--- src/rtl/lsu_pkg.sv ---
// Shared types and helpers for the load/store unit: Funct3 size codes, FSM state
// and the byte-lane mask for each access size.
package lsu_pkg;

    localparam logic [2:0] F3_B  = 3'b000;
    localparam logic [2:0] F3_H  = 3'b001;
    localparam logic [2:0] F3_W  = 3'b010;
    localparam logic [2:0] F3_BU = 3'b100;
    localparam logic [2:0] F3_HU = 3'b101;

    typedef enum logic {IDLE, SPLIT} lsu_state_t;

    // Unrecognised Funct3 encodings fall back to a full word.
    function automatic logic [3:0] size_mask(input logic [2:0] funct3);
        logic [3:0] mask;
        case (funct3)
            F3_B, F3_BU: mask = 4'b0001;
            F3_H, F3_HU: mask = 4'b0011;
            default:     mask = 4'b1111;
        endcase
        return mask;
    endfunction

endpackage

--- src/rtl/load_extend.sv ---
// Load result extraction: shifts the addressed bytes down to lane 0 and applies
// zero or sign extension according to Funct3.
module load_extend
    import lsu_pkg::*;
(
    input  logic [31:0] raw_i,
    input  logic [1:0]  off_i,
    input  logic [2:0]  funct3_i,
    output logic [31:0] result_o
);

    logic [31:0] shifted;

    assign shifted = raw_i >> {off_i, 3'b000};

    always_comb begin
        case (funct3_i)
            F3_B:    result_o = {{24{shifted[7]}}, shifted[7:0]};
            F3_BU:   result_o = {24'h000000, shifted[7:0]};
            F3_H:    result_o = {{16{shifted[15]}}, shifted[15:0]};
            F3_HU:   result_o = {16'h0000, shifted[15:0]};
            default: result_o = shifted;
        endcase
    end

endmodule

--- src/rtl/load_store_unit.sv ---
// Memory-stage load/store front end: aligns stores into byte lanes, extends loads,
// and splits misaligned halfword/word accesses into two aligned word accesses.
module load_store_unit
    import lsu_pkg::*;
#(
    parameter int unsigned DM_ADDRESS = 9,
    parameter int unsigned DATA_W     = 32
) (
    input  logic                  clk,
    input  logic                  reset,
    input  logic                  MemRead,
    input  logic                  MemWrite,
    input  logic [2:0]            Funct3,
    input  logic [DM_ADDRESS-1:0] a,
    input  logic [DATA_W-1:0]     wd,
    output logic [DM_ADDRESS-1:0] mem_addr,
    output logic [DATA_W-1:0]     mem_wdata,
    output logic [3:0]            mem_be,
    output logic                  mem_re,
    input  logic [DATA_W-1:0]     mem_rdata,
    output logic [DATA_W-1:0]     rd,
    output logic                  rd_valid,
    output logic                  stall
);

    localparam int unsigned AW = DM_ADDRESS - 2;

    lsu_state_t          state_q, state_d;
    logic [DATA_W-1:0]   rd_q, rd_d;
    logic                rd_valid_q, rd_valid_d;
    logic [DATA_W-1:0]   w0_q, w0_d;
    logic [2:0]          f3_q, f3_d;
    logic [1:0]          off_q, off_d;
    logic [AW-1:0]       waddr_q, waddr_d;
    logic [DATA_W-1:0]   wd_hi_q, wd_hi_d;
    logic                load_q, load_d;
    logic                store_q, store_d;

    logic [1:0]          off;
    logic [AW-1:0]       word_idx;
    logic [7:0]          mask_sh;
    logic [7:0]          hold_mask_sh;
    logic                misaligned;
    logic [2*DATA_W-1:0] wd_sh;
    logic [2*DATA_W-1:0] pair_sh;
    logic [DATA_W-1:0]   ext_raw;
    logic [1:0]          ext_off;
    logic [2:0]          ext_f3;
    logic [DATA_W-1:0]   ext_result;

    assign off          = a[1:0];
    assign word_idx     = a[DM_ADDRESS-1:2];
    assign mask_sh      = {4'b0000, size_mask(Funct3)} << off;
    assign hold_mask_sh = {4'b0000, size_mask(f3_q)} << off_q;
    assign misaligned   = |mask_sh[7:4];
    // Upper half of the shifted store data feeds the second word of a split store.
    assign wd_sh        = {{DATA_W{1'b0}}, wd} << {off, 3'b000};
    assign pair_sh      = {mem_rdata, w0_q} >> {off_q, 3'b000};

    // In SPLIT the two words are pre-combined, so the extender sees offset zero.
    assign ext_raw = (state_q == SPLIT) ? pair_sh[DATA_W-1:0] : mem_rdata;
    assign ext_off = (state_q == SPLIT) ? 2'b00 : off;
    assign ext_f3  = (state_q == SPLIT) ? f3_q : Funct3;

    load_extend u_load_extend (
        .raw_i    (ext_raw),
        .off_i    (ext_off),
        .funct3_i (ext_f3),
        .result_o (ext_result)
    );

    always_comb begin
        state_d    = state_q;
        rd_d       = rd_q;
        rd_valid_d = 1'b0;
        w0_d       = w0_q;
        f3_d       = f3_q;
        off_d      = off_q;
        waddr_d    = waddr_q;
        wd_hi_d    = wd_hi_q;
        load_d     = load_q;
        store_d    = store_q;
        mem_addr   = {word_idx, 2'b00};
        mem_wdata  = wd_sh[DATA_W-1:0];
        mem_be     = 4'b0000;
        mem_re     = 1'b0;
        stall      = 1'b0;
        if (!reset) begin
            case (state_q)
                IDLE: begin
                    if (MemRead || MemWrite) begin
                        mem_re = MemRead;
                        if (!MemRead) begin
                            mem_be = mask_sh[3:0];
                        end
                        if (misaligned) begin
                            stall   = 1'b1;
                            state_d = SPLIT;
                            w0_d    = mem_rdata;
                            f3_d    = Funct3;
                            off_d   = off;
                            waddr_d = word_idx + AW'(1);
                            wd_hi_d = wd_sh[2*DATA_W-1:DATA_W];
                            load_d  = MemRead;
                            store_d = !MemRead;
                        end else if (MemRead) begin
                            rd_valid_d = 1'b1;
                            rd_d       = ext_result;
                        end
                    end
                end
                SPLIT: begin
                    mem_addr  = {waddr_q, 2'b00};
                    mem_wdata = wd_hi_q;
                    mem_re    = load_q;
                    mem_be    = store_q ? hold_mask_sh[7:4] : 4'b0000;
                    if (load_q) begin
                        rd_valid_d = 1'b1;
                        rd_d       = ext_result;
                    end
                    state_d = IDLE;
                end
                default: state_d = IDLE;
            endcase
        end
    end

    always_ff @(posedge clk) begin
        if (reset) begin
            state_q    <= IDLE;
            rd_q       <= '0;
            rd_valid_q <= 1'b0;
            w0_q       <= '0;
            f3_q       <= '0;
            off_q      <= '0;
            waddr_q    <= '0;
            wd_hi_q    <= '0;
            load_q     <= 1'b0;
            store_q    <= 1'b0;
        end else begin
            state_q    <= state_d;
            rd_q       <= rd_d;
            rd_valid_q <= rd_valid_d;
            w0_q       <= w0_d;
            f3_q       <= f3_d;
            off_q      <= off_d;
            waddr_q    <= waddr_d;
            wd_hi_q    <= wd_hi_d;
            load_q     <= load_d;
            store_q    <= store_d;
        end
    end

    assign rd       = rd_q;
    assign rd_valid = rd_valid_q;

endmodule

--- config.mk ---
export PLATFORM = sky130hd
export DESIGN_NAME = load_store_unit
export DESIGN_NICKNAME = d
export VERILOG_FILES = /design/src/rtl/lsu_pkg.sv /design/src/rtl/load_extend.sv /design/src/rtl/load_store_unit.sv
export SDC_FILE = /design/constraint.sdc
export NUM_CORES = 1
export LEC_CHECK = 0
export ABC_AREA = 1
export CAP_MARGIN = 0
export CORE_MARGIN = 2
export CORE_UTILIZATION = 35
export CTS_BUF_LIST = sky130_fd_sc_hd__clkbuf_2
export CTS_CLUSTER_DIAMETER = 150
export CTS_CLUSTER_SIZE = 14
export DETAILED_ROUTE_END_ITERATION = 8
export GPL_TIMING_DRIVEN = 0
export SYNTH_ARGS = -nofsm -noshare
export SYNTH_HDL_FRONTEND = slang
export SYNTH_SLANG_ARGS = --single-unit
--- constraint.sdc ---
create_clock -name clk -period 1.7 [get_ports clk]
set_clock_uncertainty 0.1 [all_clocks]
set_input_delay 0.34 -clock clk [delete_from_list [all_inputs] [get_ports clk]]
set_output_delay 0.34 -clock clk [all_outputs]
set_load 0.1 [all_outputs]
Word-level counts from Yosys, hierarchy flattened. Index checks and enable logic that the tools add are counted.

Output and inout bits: 80. Input bits: 80. Word-level logic and storage cells: 75. Flip-flop bits (word level): 112.

Bitwise gates (word level): 1. Shifts and indexed selects: 5. Equal/unequal tests: 13. Reductions and logical operators: 12. $add $sub $neg: 1. Muxes and demuxes: 33.

Operator list (number): 32-bit 2-to-1 mux (7); 32-bit one-hot mux with 4 select lines (1); 32-bit one-hot mux with 2 select lines (1); 32-bit by 5-bit << shifter with 64-bit output (1); 64-bit by 5-bit right shift with 32-bit output (1); 32-bit by 5-bit right shift with 32-bit output (1); 4-bit one-hot mux with 2 select lines (3); 3-bit == test (second input constant) (6); 9-bit 2-to-1 mux (2); 4-bit 2-to-1 mux (4); 4-bit by 2-bit << shifter with 8-bit output (2); 1-bit 2-to-1 mux (10); 3-bit by 1-bit == test with 1-bit output (second input constant) (3); 3-bit logical NOT (3); 2-bit OR reduction (4); 7-bit by 1-bit adder with 7-bit output (second input constant) (1); 2-bit inequality test (second input constant) (3); 1-bit one-hot mux with 2 select lines (3); 4-bit AND reduction (1); 4-bit OR reduction (1); 3-bit 2-to-1 mux (1); 3-bit AND reduction (1); 2-bit 2-to-1 mux (1); 2-bit by 1-bit inequality test with 1-bit output (second input constant) (1); other kinds (3) (3).

Logic depth before layout (Yosys ltp).
Depth in word-level cells: 9. Depth in mapped cells: 13. Gate-level depth less buffers: 11.

Modules after synthesis. From an unflattened synthesis, not the netlist that was laid out.

Cell total of the unflattened synthesis: 1278. Area, all modules: 7452.1 um^2.

Modules (own cells, without submodules): load_store_unit (cells each 1113, seq. area each 2082.0 um^2, instances 1, area each 6641.4 um^2); load_extend (cells each 165, seq. area each 0.0 um^2, instances 1, area each 810.8 um^2).

Worst setup path after synthesis. Ideal clock, no wire load.

Kind: input to output. Start: in a[0]. End: out mem_be[3]. Arrival: 3.865 ns. Setup slack: -2.605 ns. Required time: 1.260 ns. Cell stages on the path: 7. Path buffers: 3. Path through: buf_2 -> inv_2 -> clkbuf_1 -> buf_2 -> nand3_1 -> nor2_1 -> nor4_1.

Word-level cells in the longest chain between the ends: 5.

RTL lines: start, declared (line load_store_unit.sv:14) `input logic [DM_ADDRESS-1:0] a,`; 4-bit by 2-bit << shifter with 8-bit output (line load_store_unit.sv:53) `assign mask_sh = {4'b0000, size_mask(Funct3)} << off;`; 4-bit 2-to-1 mux (line load_store_unit.sv:93) `if (!MemRead) begin`; 4-bit 2-to-1 mux (line load_store_unit.sv:91) `if (MemRead || MemWrite) begin`; 4-bit one-hot mux with 2 select lines (line load_store_unit.sv:89) `case (state_q)`; 4-bit 2-to-1 mux (line load_store_unit.sv:88) `if (!reset) begin`; end, declared (line load_store_unit.sv:18) `output logic [3:0] mem_be,`.

Every way passes these cells.

Worst setup path in the final report.
Start: reg state_q. End: out mem_be[0].

Word-level cells in the longest chain between the ends: 3.

RTL lines: start, declared (line load_store_unit.sv:28) `lsu_state_t state_q, state_d;`; start signal, assigned (line load_store_unit.sv:141) `state_q <= state_d;`; 1-bit inverter (no line); 4-bit one-hot mux with 2 select lines * (line load_store_unit.sv:89); 4-bit 2-to-1 mux * (line load_store_unit.sv:88).

Every way passes the cells marked *; elsewhere a longest branch is shown, timed or not.

==> flow_summary.yaml <==
outcome:
  outcome: "finished, violations left"
  violations: "negative setup slack"
sta:
  hold_viol_final: 0
  drv_slew: 0
  period_share: 1.58
  fmax_mhz: 373
  fin_crit_ps: 2680
  worst_pin_slew_ps: 878
  rsz0062_at_grt: "yes"
  whs_ps: 54.4
  fin_ws_ps: -980
  tns_ps: -61290
  setup_viol: 152
  relSlewSlack: 0.415
layout:
  syn_to_final_growth_pct: 75.2
  layout.nets: 1406
  seqCellArea_mm2: 0.00213
  drive_gt1_frac: 0.302
  multi_input_area_mm2: 0.00504
  fillers: 1663
power:
  p_per_area_mw_per_mm2: 792
  ir_drop_v: 0.000411
  finalPower_mw: 9.35
  leakage_nw: 4.96
critical_path:
  r2r_slack_ps: -450
  arrival_ps: 2240
  cp.required_ps: 1260
  worstSetupStartpointType: "flop"
  cp_max_fo: 7
  crit_type: "reg -> out"
  cp-end-kind: "primary output"
synth:
  synthArstFlopShare: 0
  syn_inst: 1106
  syn_area_mm2: 0.00674
  synth_area_leaders: "dfxtp_1 31%, nand2_1 16%, o21ai_0 9.7%"
  synth_edf_count: 0
  synthFlopType: "dfxtp_1"
  syn_area_per_cell_um2: 6.09
  synth_most_common_cell: "nand2_1"
  synth_top_area_frac: 0.309
  synthTopCellsByCount: "289 x nand2_1, 131 x o21ai_0, 116 x nor2_1, 104 x dfxtp_1, 103 x a21oi_1"
  synth_cell_types: 38
  ys_ff_latch: 104
  yosysTopAreaCell: "dfxtp_1"
  ys_seq_area_frac: 0.309
  yosys_warnings: 0
clocking:
  cts_buffers: 9
  clock_latency_ps: 660
  clock_sinks: 104
  cts_tree: "done"
  path_clk_slew_ps: 310
  clockBufferDepth: 2
  htreeDepth: 3
  root_buffer: "clkbuf_2"
die:
  die_h_um: 143
  std_cell_rows: 50
  die_area_mm2: 0.0204
  core_mm2: 0.0188
  ios: 160
  initial_utilization: 0.358
  fp.dieW_um: 143
place:
  preCtsSetupSlack_ps: -1710
  dp_hpwl_um: 23600
  port-buffer-count: 154
  gp_congestion: 0.979
global_routing:
  grt_max_degree: 17
  grt_overflow_total: 0
  grt_use_total: 0.319
  grt_first_pass_wirelength_um: 48600
  antenna_found_initial: 1
  grt_pass1_vias: 8167
detailed_routing:
  final_antenna_net_count: 0
  routedWlPerCell_um: 21.2
  drt_iter0_drc: 981
  vias: 8854
  dr.pass1.iters: 7
  drc: 0
  wl_um: 33700
  via_per_inst: 5.57
job:
  maxCapViolations: 0
min_path:
  worst_hold_path_type: "in -> reg"
-- cell type report --
class / instances / area share
multi-input combinational: 844 / 0.427
timing repair buffer: 208 / 0.248
sequential: 104 / 0.180
buffer: 84 / 0.0757
inverter: 73 / 0.0281
tap: 260 / 0.0276
clock inverter: 5 / 0.00901
clock buffer: 9 / 0.00382
timing repair inverter: 1 / 0.000530
antenna: 1 / 0.000212
-- path summary, 6_finish.rpt --
kind / startpoint / to / depth (start not counted)
setup reg to reg: state_q / wd_hi_q[1] / 9
setup / recovery: state_q / mem_be[0] / 9
hold reg to reg: w0_q[5] / w0_q[5] / 2
hold / removal: a[1] / off_q[1] / 3
-- worst max-delay path, stage by stage (launching register included) --
cell,delay [ps]
dfxtp_4,450
inv_8,80
nor2_4,40
buf_12,130
buf_12,130
buf_12,120
buf_4,130
o22ai_4,160
clkinvlp_4,140
buf_12,170
-- cells by family (layout without fill, tap and decap cells) --
kind of cell / Yosys count / after routing / synth area share
multiplexers: 10 / 10 / 0.0149
other: 1 / 3 / 0.000556
AND/OR/NAND/NOR: 531 / 531 / 0.328
flip-flops: 104 / 104 / 0.309
adder cells (fa/ha/maj): 1 / 1 / 0.00186
XOR/XNOR: 5 / 5 / 0.00650
AO/OA/AOI/OAI: 295 / 295 / 0.237
buffers and inverters: 159 / 380 / 0.103
-- layer usage --
metal | up-vias | share of wire | GRT usage
met5 | - | 0 | 0
met4 | 0 | 0.036 | 0.122
met3 | 83 | 0.084 | 0.0614
met2 | 465 | 0.46 | 0.499
met1 | 4201 | 0.42 | 0.435
li1 | 4105 | - | -
-- sequential cells by signal, summed over array words and instances (netlist names) --
signal / cells
load_q: 1
rd_valid: 1
waddr_q: 7
store_q: 1
w0_q: 32
state_q: 1
off_q: 2
f3_q: 3
wd_hi_q: 24
rd: 32
-- timing repair --
action                                  CTS  global route
gates cloned                              3             3
resized for setup                       571           400
endpoints found under the setup margin  181           179
endpoints found under the hold margin     3             0
pin swaps                                14            25
setup buffers                            23            27
hold buffers                              1             0
-- per-stage QoR --
stage	cell area [um2]	cells	utilization
2_1_floorplan	7610	1107	-
3_3_place_gp	9480	1521	0.503
3_5_place_dp	9480	1521	0.503
4_1_cts	10600	1560	0.561
5_1_grt	11800	1589	0.627
6_report	11800	1589	0.627
-- cell usage in the layout, fill, tap and decap left out, types with 8 or more instances in the layout --
cell	instances
nand3_1	86
buf_6	26
inv_1	57
clkbuf_2	17
clkdlybuf4s50_1	76
dfxtp_2	35
dfxtp_1	68
clkbuf_16	10
nor2_4	11
buf_8	12
nor2_2	11
clkbuf_1	15
nand2_2	9
buf_4	40
o21a_1	18
nor2_1	94
o21ai_0	103
nand4_1	9
o21ai_1	10
or2_0	8
o21ai_4	23
a21oi_2	14
o22ai_4	14
nand2_1	271
a21oi_1	76
buf_12	91
a21oi_4	13
nand2_4	8
-- report_power, final --
| group | switching (mW) | internal [mW] |
|---|---|---|
| Clock | 0.930 | 0.621 |
| Sequential | 0.195 | 2.69 |
| Combinational | 3.09 | 1.83 |
| Total | 4.21 | 5.14 |
(Power assumes the default switching activity.)
